<file path="src/rtl/ac_motor_bridge_guard_pkg.sv">
// Shared definitions for the three-phase bridge guard: FSM state encoding and phase indices.
package ac_motor_bridge_guard_pkg;

    typedef enum logic [1:0] {
        ST_IDLE     = 2'd0,
        ST_RUN      = 2'd1,
        ST_FAULT    = 2'd2,
        ST_COOLDOWN = 2'd3
    } bridge_state_e;

    localparam int NUM_PHASES = 3;
    localparam int PH_U       = 0;
    localparam int PH_V       = 1;
    localparam int PH_W       = 2;

endpackage

</file>
<file path="src/rtl/ac_motor_bridge_guard_leg.sv">
// One inverter leg: request registers, per-gate stability counters, hi/lo interlock, gate registers.
module ac_motor_bridge_leg #(
    parameter int MIN_PULSE = 50
) (
    input  logic clk,
    input  logic reset_n,
    input  logic i_run_en,
    input  logic i_hi_req,
    input  logic i_lo_req,
    output logic o_gate_hi,
    output logic o_gate_lo,
    output logic o_ilk_err
);

    localparam int             CW      = $clog2(MIN_PULSE + 1);
    localparam logic [CW-1:0]  CNT_MAX = CW'(MIN_PULSE);
    localparam logic [CW-1:0]  CNT_ON  = CW'(MIN_PULSE - 1);

    logic          r_hi_req;
    logic          r_lo_req;
    logic [CW-1:0] r_hi_cnt;
    logic [CW-1:0] r_lo_cnt;
    logic          r_gate_hi;
    logic          r_gate_lo;
    logic          r_ilk_err;

    logic          w_ilk;
    logic          w_hi_ok;
    logic          w_lo_ok;
    logic [CW-1:0] w_hi_cnt_nxt;
    logic [CW-1:0] w_lo_cnt_nxt;

    // Counters only run while the bridge is enabled and the leg is not in conflict,
    // so every re-entry to RUN starts the stability window from zero.
    always_comb begin
        w_ilk        = r_hi_req & r_lo_req;
        w_hi_ok      = i_run_en & ~w_ilk & r_hi_req;
        w_lo_ok      = i_run_en & ~w_ilk & r_lo_req;
        w_hi_cnt_nxt = '0;
        w_lo_cnt_nxt = '0;
        if (w_hi_ok) begin
            w_hi_cnt_nxt = (r_hi_cnt == CNT_MAX) ? r_hi_cnt : r_hi_cnt + 1'b1;
        end
        if (w_lo_ok) begin
            w_lo_cnt_nxt = (r_lo_cnt == CNT_MAX) ? r_lo_cnt : r_lo_cnt + 1'b1;
        end
    end

    // The live request also qualifies the gate so it drops one cycle after the request falls.
    always_ff @(posedge clk or negedge reset_n) begin
        if (!reset_n) begin
            r_hi_req  <= 1'b0;
            r_lo_req  <= 1'b0;
            r_hi_cnt  <= '0;
            r_lo_cnt  <= '0;
            r_gate_hi <= 1'b0;
            r_gate_lo <= 1'b0;
            r_ilk_err <= 1'b0;
        end else begin
            r_hi_req  <= i_hi_req;
            r_lo_req  <= i_lo_req;
            r_hi_cnt  <= w_hi_cnt_nxt;
            r_lo_cnt  <= w_lo_cnt_nxt;
            r_gate_hi <= w_hi_ok & i_hi_req & (r_hi_cnt >= CNT_ON);
            r_gate_lo <= w_lo_ok & i_lo_req & (r_lo_cnt >= CNT_ON);
            r_ilk_err <= r_ilk_err | w_ilk;
        end
    end

    assign o_gate_hi = r_gate_hi;
    assign o_gate_lo = r_gate_lo;
    assign o_ilk_err = r_ilk_err;

endmodule

</file>
<file path="src/rtl/ac_motor_bridge_guard.sv">
// Bridge guard top: fault synchronizer/filter, run/stop FSM, three guarded legs.
// Build option AC_MOTOR_BRIDGE_GUARD_AUTO_RETRY_EN enables timed automatic retry after a fault.
module ac_motor_bridge_guard
    import ac_motor_bridge_guard_pkg::*;
#(
    parameter int MIN_PULSE    = 50,
    parameter int FAULT_FILTER = 8,
    parameter int RETRY_CYCLES = 5000,
    parameter int MAX_RETRY    = 3
) (
    input  logic                  clk,
    input  logic                  reset_n,
    input  logic                  arm,
    input  logic                  clear,
    input  logic                  fault_n,
    input  logic [NUM_PHASES-1:0] hi_req,
    input  logic [NUM_PHASES-1:0] lo_req,
    output logic [NUM_PHASES-1:0] gate_hi,
    output logic [NUM_PHASES-1:0] gate_lo,
    output logic                  fault,
    output logic                  interlock_err,
    output logic [1:0]            state
);

    localparam int            FW      = $clog2(FAULT_FILTER + 1);
    localparam logic [FW-1:0] FLT_MAX = FW'(FAULT_FILTER);

    logic                  r_fault_meta;
    logic                  r_fault_sync;
    logic [FW-1:0]         r_flt_cnt;
    bridge_state_e         r_state;
    bridge_state_e         w_state_nxt;
    logic                  w_fault_det;
    logic                  w_run_en;
    logic [NUM_PHASES-1:0] w_ilk_err;

    // Synchronizer resets to the inactive (high) level of fault_n.
    always_ff @(posedge clk or negedge reset_n) begin
        if (!reset_n) begin
            r_fault_meta <= 1'b1;
            r_fault_sync <= 1'b1;
            r_flt_cnt    <= '0;
        end else begin
            r_fault_meta <= fault_n;
            r_fault_sync <= r_fault_meta;
            if (r_fault_sync) begin
                r_flt_cnt <= '0;
            end else if (r_flt_cnt != FLT_MAX) begin
                r_flt_cnt <= r_flt_cnt + 1'b1;
            end
        end
    end

    assign w_fault_det = (r_flt_cnt == FLT_MAX);

`ifdef AC_MOTOR_BRIDGE_GUARD_AUTO_RETRY_EN
    localparam int             RW       = $clog2(MAX_RETRY + 1);
    localparam int             CCW      = $clog2(RETRY_CYCLES + 1);
    localparam logic [CCW-1:0] COOL_END = CCW'(RETRY_CYCLES - 1);
    localparam logic [CCW-1:0] COOL_MAX = CCW'(RETRY_CYCLES);

    logic [RW-1:0]  r_retry_cnt;
    logic [CCW-1:0] r_cool_cnt;
    logic           w_retry_inc;

    always_ff @(posedge clk or negedge reset_n) begin
        if (!reset_n) begin
            r_retry_cnt <= '0;
            r_cool_cnt  <= '0;
        end else begin
            if (clear) begin
                r_retry_cnt <= '0;
            end else if (w_retry_inc) begin
                r_retry_cnt <= r_retry_cnt + 1'b1;
            end
            if (r_state != ST_COOLDOWN) begin
                r_cool_cnt <= '0;
            end else if (r_cool_cnt != COOL_MAX) begin
                r_cool_cnt <= r_cool_cnt + 1'b1;
            end
        end
    end
`else
    logic w_unused_cfg;
    assign w_unused_cfg = ^{RETRY_CYCLES[0], MAX_RETRY[0]};
`endif

    always_comb begin
        w_state_nxt = r_state;
`ifdef AC_MOTOR_BRIDGE_GUARD_AUTO_RETRY_EN
        w_retry_inc = 1'b0;
`endif
        case (r_state)
            ST_IDLE: begin
                if (arm) w_state_nxt = ST_RUN;
            end
            ST_RUN: begin
                if (!arm) w_state_nxt = ST_IDLE;
            end
            ST_FAULT: begin
                if (!w_fault_det) begin
                    if (clear) begin
                        w_state_nxt = ST_IDLE;
                    end
`ifdef AC_MOTOR_BRIDGE_GUARD_AUTO_RETRY_EN
                    else if (r_retry_cnt < RW'(MAX_RETRY)) begin
                        w_state_nxt = ST_COOLDOWN;
                        w_retry_inc = 1'b1;
                    end
`endif
                end
            end
            ST_COOLDOWN: begin
`ifdef AC_MOTOR_BRIDGE_GUARD_AUTO_RETRY_EN
                if (!arm) begin
                    w_state_nxt = ST_IDLE;
                end else if (r_cool_cnt == COOL_END) begin
                    w_state_nxt = ST_RUN;
                end
`else
                w_state_nxt = ST_IDLE;
`endif
            end
        endcase
        // A detected fault overrides every other transition, including a coincident clear.
        if (w_fault_det) begin
            w_state_nxt = ST_FAULT;
        end
    end

    always_ff @(posedge clk or negedge reset_n) begin
        if (!reset_n) begin
            r_state <= ST_IDLE;
        end else begin
            r_state <= w_state_nxt;
        end
    end

    // Legs see the upcoming state so gates drop on the same edge the FSM leaves RUN.
    assign w_run_en = (w_state_nxt == ST_RUN);

    for (genvar g = 0; g < NUM_PHASES; g++) begin : g_leg
        ac_motor_bridge_leg #(
            .MIN_PULSE (MIN_PULSE)
        ) u_leg (
            .clk       (clk),
            .reset_n   (reset_n),
            .i_run_en  (w_run_en),
            .i_hi_req  (hi_req[g]),
            .i_lo_req  (lo_req[g]),
            .o_gate_hi (gate_hi[g]),
            .o_gate_lo (gate_lo[g]),
            .o_ilk_err (w_ilk_err[g])
        );
    end

    assign interlock_err = |w_ilk_err;
    assign fault         = (r_state == ST_FAULT) || (r_state == ST_COOLDOWN);
    assign state         = r_state;

endmodule

</file>
<file path="config.mk">
export PLATFORM = sky130hd
export DESIGN_NAME = ac_motor_bridge_guard
export DESIGN_NICKNAME = d
export VERILOG_FILES = /design/src/rtl/ac_motor_bridge_guard_pkg.sv /design/src/rtl/ac_motor_bridge_guard_leg.sv /design/src/rtl/ac_motor_bridge_guard.sv
export SDC_FILE = /design/constraint.sdc
export NUM_CORES = 1
export LEC_CHECK = 0
export CORE_UTILIZATION = 60
export CTS_BUF_LIST = sky130_fd_sc_hd__clkbuf_8
export CTS_CLUSTER_SIZE = 20
export DETAILED_ROUTE_END_ITERATION = 7
export GPL_TIMING_DRIVEN = 1
export PLACE_DENSITY = 0.88
export SLEW_MARGIN = 20
export SYNTH_ARGS = -nofsm -noshare
export SYNTH_HDL_FRONTEND = slang
export SYNTH_HIERARCHICAL = 1
export SYNTH_SLANG_ARGS = --single-unit
</file>
<file path="constraint.sdc">
create_clock -name clk -period 1.93 [get_ports clk]
set_input_delay 0.386 -clock clk [delete_from_list [all_inputs] [get_ports clk]]
set_output_delay 0.386 -clock clk [all_outputs]
set_load 0.01 [all_outputs]
</file>
### After elaboration in Yosys (flattened, before gate mapping)

Cells that the tools add are included.
W data, S select, Z words.

* latch bits: 0
* memories: 0
* memory bits (read-only): 0
* output and inout bits: 10
* register bits: 59
* RAM bits: 0

* order comparisons: 6
* multipliers: 0
* add/sub/neg operators: 7
* multiplexer cells: 19
* bitwise operators: 30
* eq/ne operators: 18
* div/mod/pow operators: 0
* shift-type cells: 0
* reductions and logical operators: 4

Operators by type and width (number)
* $mux W6: 12
* $add A6 B1 Y6 const B: 6
* $eq A6 B6 Y1 const B: 6
* $ge A6 B6 Y1 const B: 6
* $and A1 B1 Y1: 24
* $ne A2 B2 Y1 const B: 6
* $mux W2: 4
* $mux W4: 2
* $pmux W2 S4: 1
* $add A4 B1 Y4 const B: 1
* $eq A2 B1 Y1 const B: 2
* $eq A2 B2 Y1 const B: 2
* $eq A4 B4 Y1 const B: 1
* $ne A4 B4 Y1 const B: 1
* $not A1 Y1: 3
* $or A1 B1 Y1: 3
* $reduce_or A3 Y1: 1
* $logic_not A2 Y1: 1
* $reduce_bool A2 Y1: 1
* $logic_or A1 B1 Y1: 1

### Longest topological paths before layout

* depth after elaboration: 8
* gate-level depth with buffers: 7
* mapped depth without buffers: 7

### Modules after synthesis

Netlist, hierarchy kept.

Modules (own cells, without submodules)
* ac_motor_bridge_leg: area each 883.3 µm², cells each 83, instances 3
* ac_motor_bridge_guard: area each 359.1 µm², cells each 29, instances 1

### Worst setup path before layout

OpenSTA, ideal clock, no wires.

* kind: register -> register
* start: register r_flt_cnt[0]
* end: register g_leg[0].u_leg.r_hi_cnt[0]
* data arrival time: 1373 ps
* setup time: 87 ps
* required time: 1843 ps
* cell stages (with the launch flop): 7
* slack: 470 ps
* cells stage by stage: dfrtp_1 > inv_1 > ha_1 > nand3b_4 > and3b_2 > nand3b_1 > nor3_1

* word-level cells in the longest chain between the ends: 6
* elaborated cells on any way between the ends: 7

Ends and longest elaborated chain
* from (decl): line ac_motor_bridge_guard.sv:30 `logic [FW-1:0] r_flt_cnt;`
* from (signal assigned): line ac_motor_bridge_guard.sv:49 `r_flt_cnt <= r_flt_cnt + 1'b1;`
* $eq A4 B4 Y1 (*): line ac_motor_bridge_guard.sv:54 `assign w_fault_det = (r_flt_cnt == FLT_MAX);`
* $mux W2 (*): line ac_motor_bridge_guard.sv:126 `if (w_fault_det) begin`
* $eq A2 B1 Y1 (*): line ac_motor_bridge_guard.sv:140 `assign w_run_en = (w_state_nxt == ST_RUN);`
* net w_run_en: line ac_motor_bridge_guard.sv:34 `logic w_run_en;`
* $and A1 B1 Y1 (*) (2 in a row): line ac_motor_bridge_guard_leg.sv:37 `w_hi_ok = i_run_en & ~w_ilk & r_hi_req;`
* $ne A2 B2 Y1 (no line) / $mux W6 (equally long branches)
* to (signal assigned): line ac_motor_bridge_guard_leg.sv:62 `r_hi_cnt <= w_hi_cnt_nxt;`
* to (decl): line ac_motor_bridge_guard_leg.sv:21 `logic [CW-1:0] r_hi_cnt;`

Mark *: on every way through the listed nets, which the timed path passes. The rest lies on a longest branch.
A chain may end at the register's enable or synchronous reset.

### Worst setup path after layout

* start: register g_leg[1].u_leg.r_ilk_err
* end: output interlock_err

* word-level cells in the longest chain between the ends: 1

Ends and longest elaborated chain
* from (decl): line ac_motor_bridge_guard_leg.sv:25 `logic r_ilk_err;`
* from (signal assigned): line ac_motor_bridge_guard_leg.sv:66 `r_ilk_err <= r_ilk_err | w_ilk;`
* $reduce_or A3 Y1: line ac_motor_bridge_guard.sv:157 `assign interlock_err = |w_ilk_err;`
* to (decl): line ac_motor_bridge_guard.sv:21 `output logic interlock_err,`

No other way between the ends.

==> results.json <==
{
  "setup_viol": 0,
  "drt-initial-drc-count": 143,
  "fmax_mhz": 562,
  "crit_chain": "or3_1, dlygate4sd2_1",
  "clockBufferDepth": 2,
  "antenna_found_initial": 0,
  "rsz0062_at_grt": "no",
  "synth_top_area_share_pct": 47.4,
  "final_area_sq_um": 3530,
  "cp.required_ns": 1.54,
  "fin_cells": 381,
  "startpoint_type": "flop",
  "synthCells": 278,
  "path_delay_family": "simple AND/OR/NAND/NOR gates",
  "vias": 2149,
  "max_stage_delay_ns": 0.40,
  "dieArea_sq_um": 5300,
  "yosysWarnings": 6,
  "grt_pass1_wl_microns": 9140,
  "cp_max_fo": 2,
  "ir_drop_v": 0.000823,
  "synth_seq_cells": 59,
  "synth_cell_type_count": 30,
  "syn_nets": 315,
  "drc": 0,
  "status": "completed",
  "grt_pass1_vias": 2095,
  "num-nets-final": 346,
  "cts_sinks": 59,
  "period_share_pct": 92.2,
  "dp_slack_ns": 0.207,
  "multi_input_area_sq_um": 1450,
  "crit_buf_inv": 1,
  "root_buffer": "clkbuf_8",
  "p_total_mw": 2.68,
  "post_cts_buffers": 0,
  "grt-ovfl-total": 0,
  "cp-end-kind": "primary output",
  "arrival_ns": 1.39,
  "setup_ws_ns": 0.150,
  "path_class": "reg2out",
  "relSlewSlack_pct": 73.8,
  "dp.cells": 365,
  "cts_max_level": 3,
  "postLayoutCoreUtil_pct": 73.8,
  "wire_per_inst_microns": 13.8,
  "clkLatencyLatePin_ns": 0.33,
  "synth_seq_area_share_pct": 49.1,
  "n_fill_cell": 305,
  "cts.clk_slew.worst_paths_ns": 0.06,
  "core_sq_um": 4790,
  "dr.pass1.iters": 4,
  "netlist_area_sq_um": 3010,
  "detail_route.vias_per_cell": 5.64,
  "start_util_pct": 62.9,
  "diodes": 0,
  "register_area_sq_um": 1480,
  "min_path_type": "in2async",
  "cp_slowest_cell": "or3_1",
  "avgSynthCellArea_sq_um": 10.8,
  "ys_top_cells_by_area": "dfrtp_1 47%, ha_1 11%, nand3_1 4.2%",
  "finalHoldViolCount": 0,
  "grt_start_max_net_pins": 60,
  "yosysTopAreaCell": "dfrtp_1",
  "hpwl_microns": 3590,
  "cts_buffers": 9,
  "dieWidth_microns": 72.8,
  "fp-row-count": 25,
  "holdWs_ns": 0.0397,
  "routed_wl_microns": 5260,
  "area_growth_pct": 17.3,
  "tns_ns": 0,
  "dpl_cell_area_sq_um": 3300,
  "antenna_left": 0,
  "gp_congestion": 0.869,
  "clock_skew_ns": 0.00560,
  "drive_gt1_share_pct": 9.87,
  "drv_cap": 0,
  "power_density_nw_per_um2": 759,
  "worstMarginPinSlew_ns": 0.387,
  "cts_tree": "built",
  "io_pins": 21,
  "slew_viol_final": 0,
  "p_leak_nw": 1.48,
  "io_buffer_count": 20,
  "grt.total_usage_pct": 22.9,
  "finalCriticalPeriod_ns": 1.78,
  "die_height_microns": 72.8
}
[power breakdown]
group / internal [mW] / switching, mW
sequential: 1.26 / 0.0223
combinational: 0.0569 / 0.0730
clock: 0.790 / 0.478
total: 2.11 / 0.574
[final cells by class]
| type | instances | area share (%) |
|---|---|---|
| tap | 67 | 2.37 |
| inverter | 20 | 2.13 |
| sequential | 59 | 41.9 |
| clock inverter | 5 | 2.16 |
| clock buffer | 11 | 4.29 |
| multi-input combinational | 198 | 41.1 |
| timing repair buffer | 21 | 6.06 |
[synth_stat cells]
cell type and n:
o21ai_0 7, a211o_1 3, and3b_2 2, nand2b_1 4, nand2_1 18, nand3b_4 1, nand3_2 3, dfrtp_1 57
or3_1 7, o211ai_1 3, and3b_1 3, nand3_1 25, nor2_1 16, clkbuf_1 1, nor3b_1 3, nor4b_1 6
and4bb_2 3, nand3b_1 6, nor3_1 9, ha_1 26, nor4bb_4 3, a21oi_1 22, mux2i_1 5, inv_1 20
xnor2_1 1, dfstp_2 2, xor2_1 13, o31ai_1 3, and3_1 3, a21o_1 3
[worst paths after layout]
path	startpoint	to	slack [ns]	cells past startpoint
setup / recovery	g_leg[1].u_leg/o_ilk_err	interlock_err	0.15	2
max in group asynchronous	reset_n	r_fault_meta	1.59	2
min in group clk	r_fault_meta	r_fault_sync	0.36	0
hold / removal	reset_n	g_leg[2].u_leg/r_hi_cnt[1]	0.04	2
setup reg to reg	r_flt_cnt[0]	g_leg[0].u_leg/r_hi_cnt[0]	0.23	6
hold reg to reg	r_fault_meta	r_fault_sync	0.36	0
[registers in the layout, indices dropped and copies added (netlist names)]
register	count
state	2
g_leg.u_leg/o_gate_lo	3
g_leg.u_leg/r_lo_req	3
g_leg.u_leg/r_hi_req	3
g_leg.u_leg/o_ilk_err	3
g_leg.u_leg/o_gate_hi	3
r_flt_cnt	4
g_leg.u_leg/r_hi_cnt	18
g_leg.u_leg/r_lo_cnt	18
r_fault_sync	1
r_fault_meta	1
[metal layers]
layer	global-route usage (%)	part of all wire [%]
met5	0	0
met4	12.0	2.0
met3	5.52	3.5
met2	36.7	48
met1	29.0	47
[cell usage in the layout, fill, tap and decap left out, drive strengths merged]
cell and instances:
a211o 3, a21o 3, a21oi 22, and3 3
and3b 5, and4bb 3, buf 2, bufinv 2
clkbuf 11, clkdlybuf4s50 18, clkinv 1, clkinvlp 1
dfrtp 57, dfstp 2, dlygate4sd2 1, ha 26
inv 21, mux2i 5, nand2 18, nand2b 4
nand3 28, nand3b 7, nor2 16, nor3 9
nor3b 3, nor4b 6, nor4bb 3, o211ai 3
o21ai 7, o31ai 3, or3 7, xnor2 1
xor2 13
[repair_timing]
action                                  CTS  global route
endpoints found under the setup margin    1             0
hold buffers                              0             0
gates resized for setup                   1             0
[cells by family (layout without fill, tap and decap cells)]
| group | Yosys count | after routing | share of synthesized area [%] |
|---|---|---|---|
| and+or+nand+nor | 112 | 112 | 23.7 |
| DFF | 59 | 59 | 49.1 |
| AOI/OAI and AO/OA | 41 | 41 | 7.94 |
| adders and majority gates | 26 | 26 | 10.8 |
| buffers and inverters | 21 | 57 | 2.62 |
| xor gates and xnor gates | 14 | 14 | 4.07 |
| muxes | 5 | 5 | 1.66 |
(Power assumes the default switching activity.)
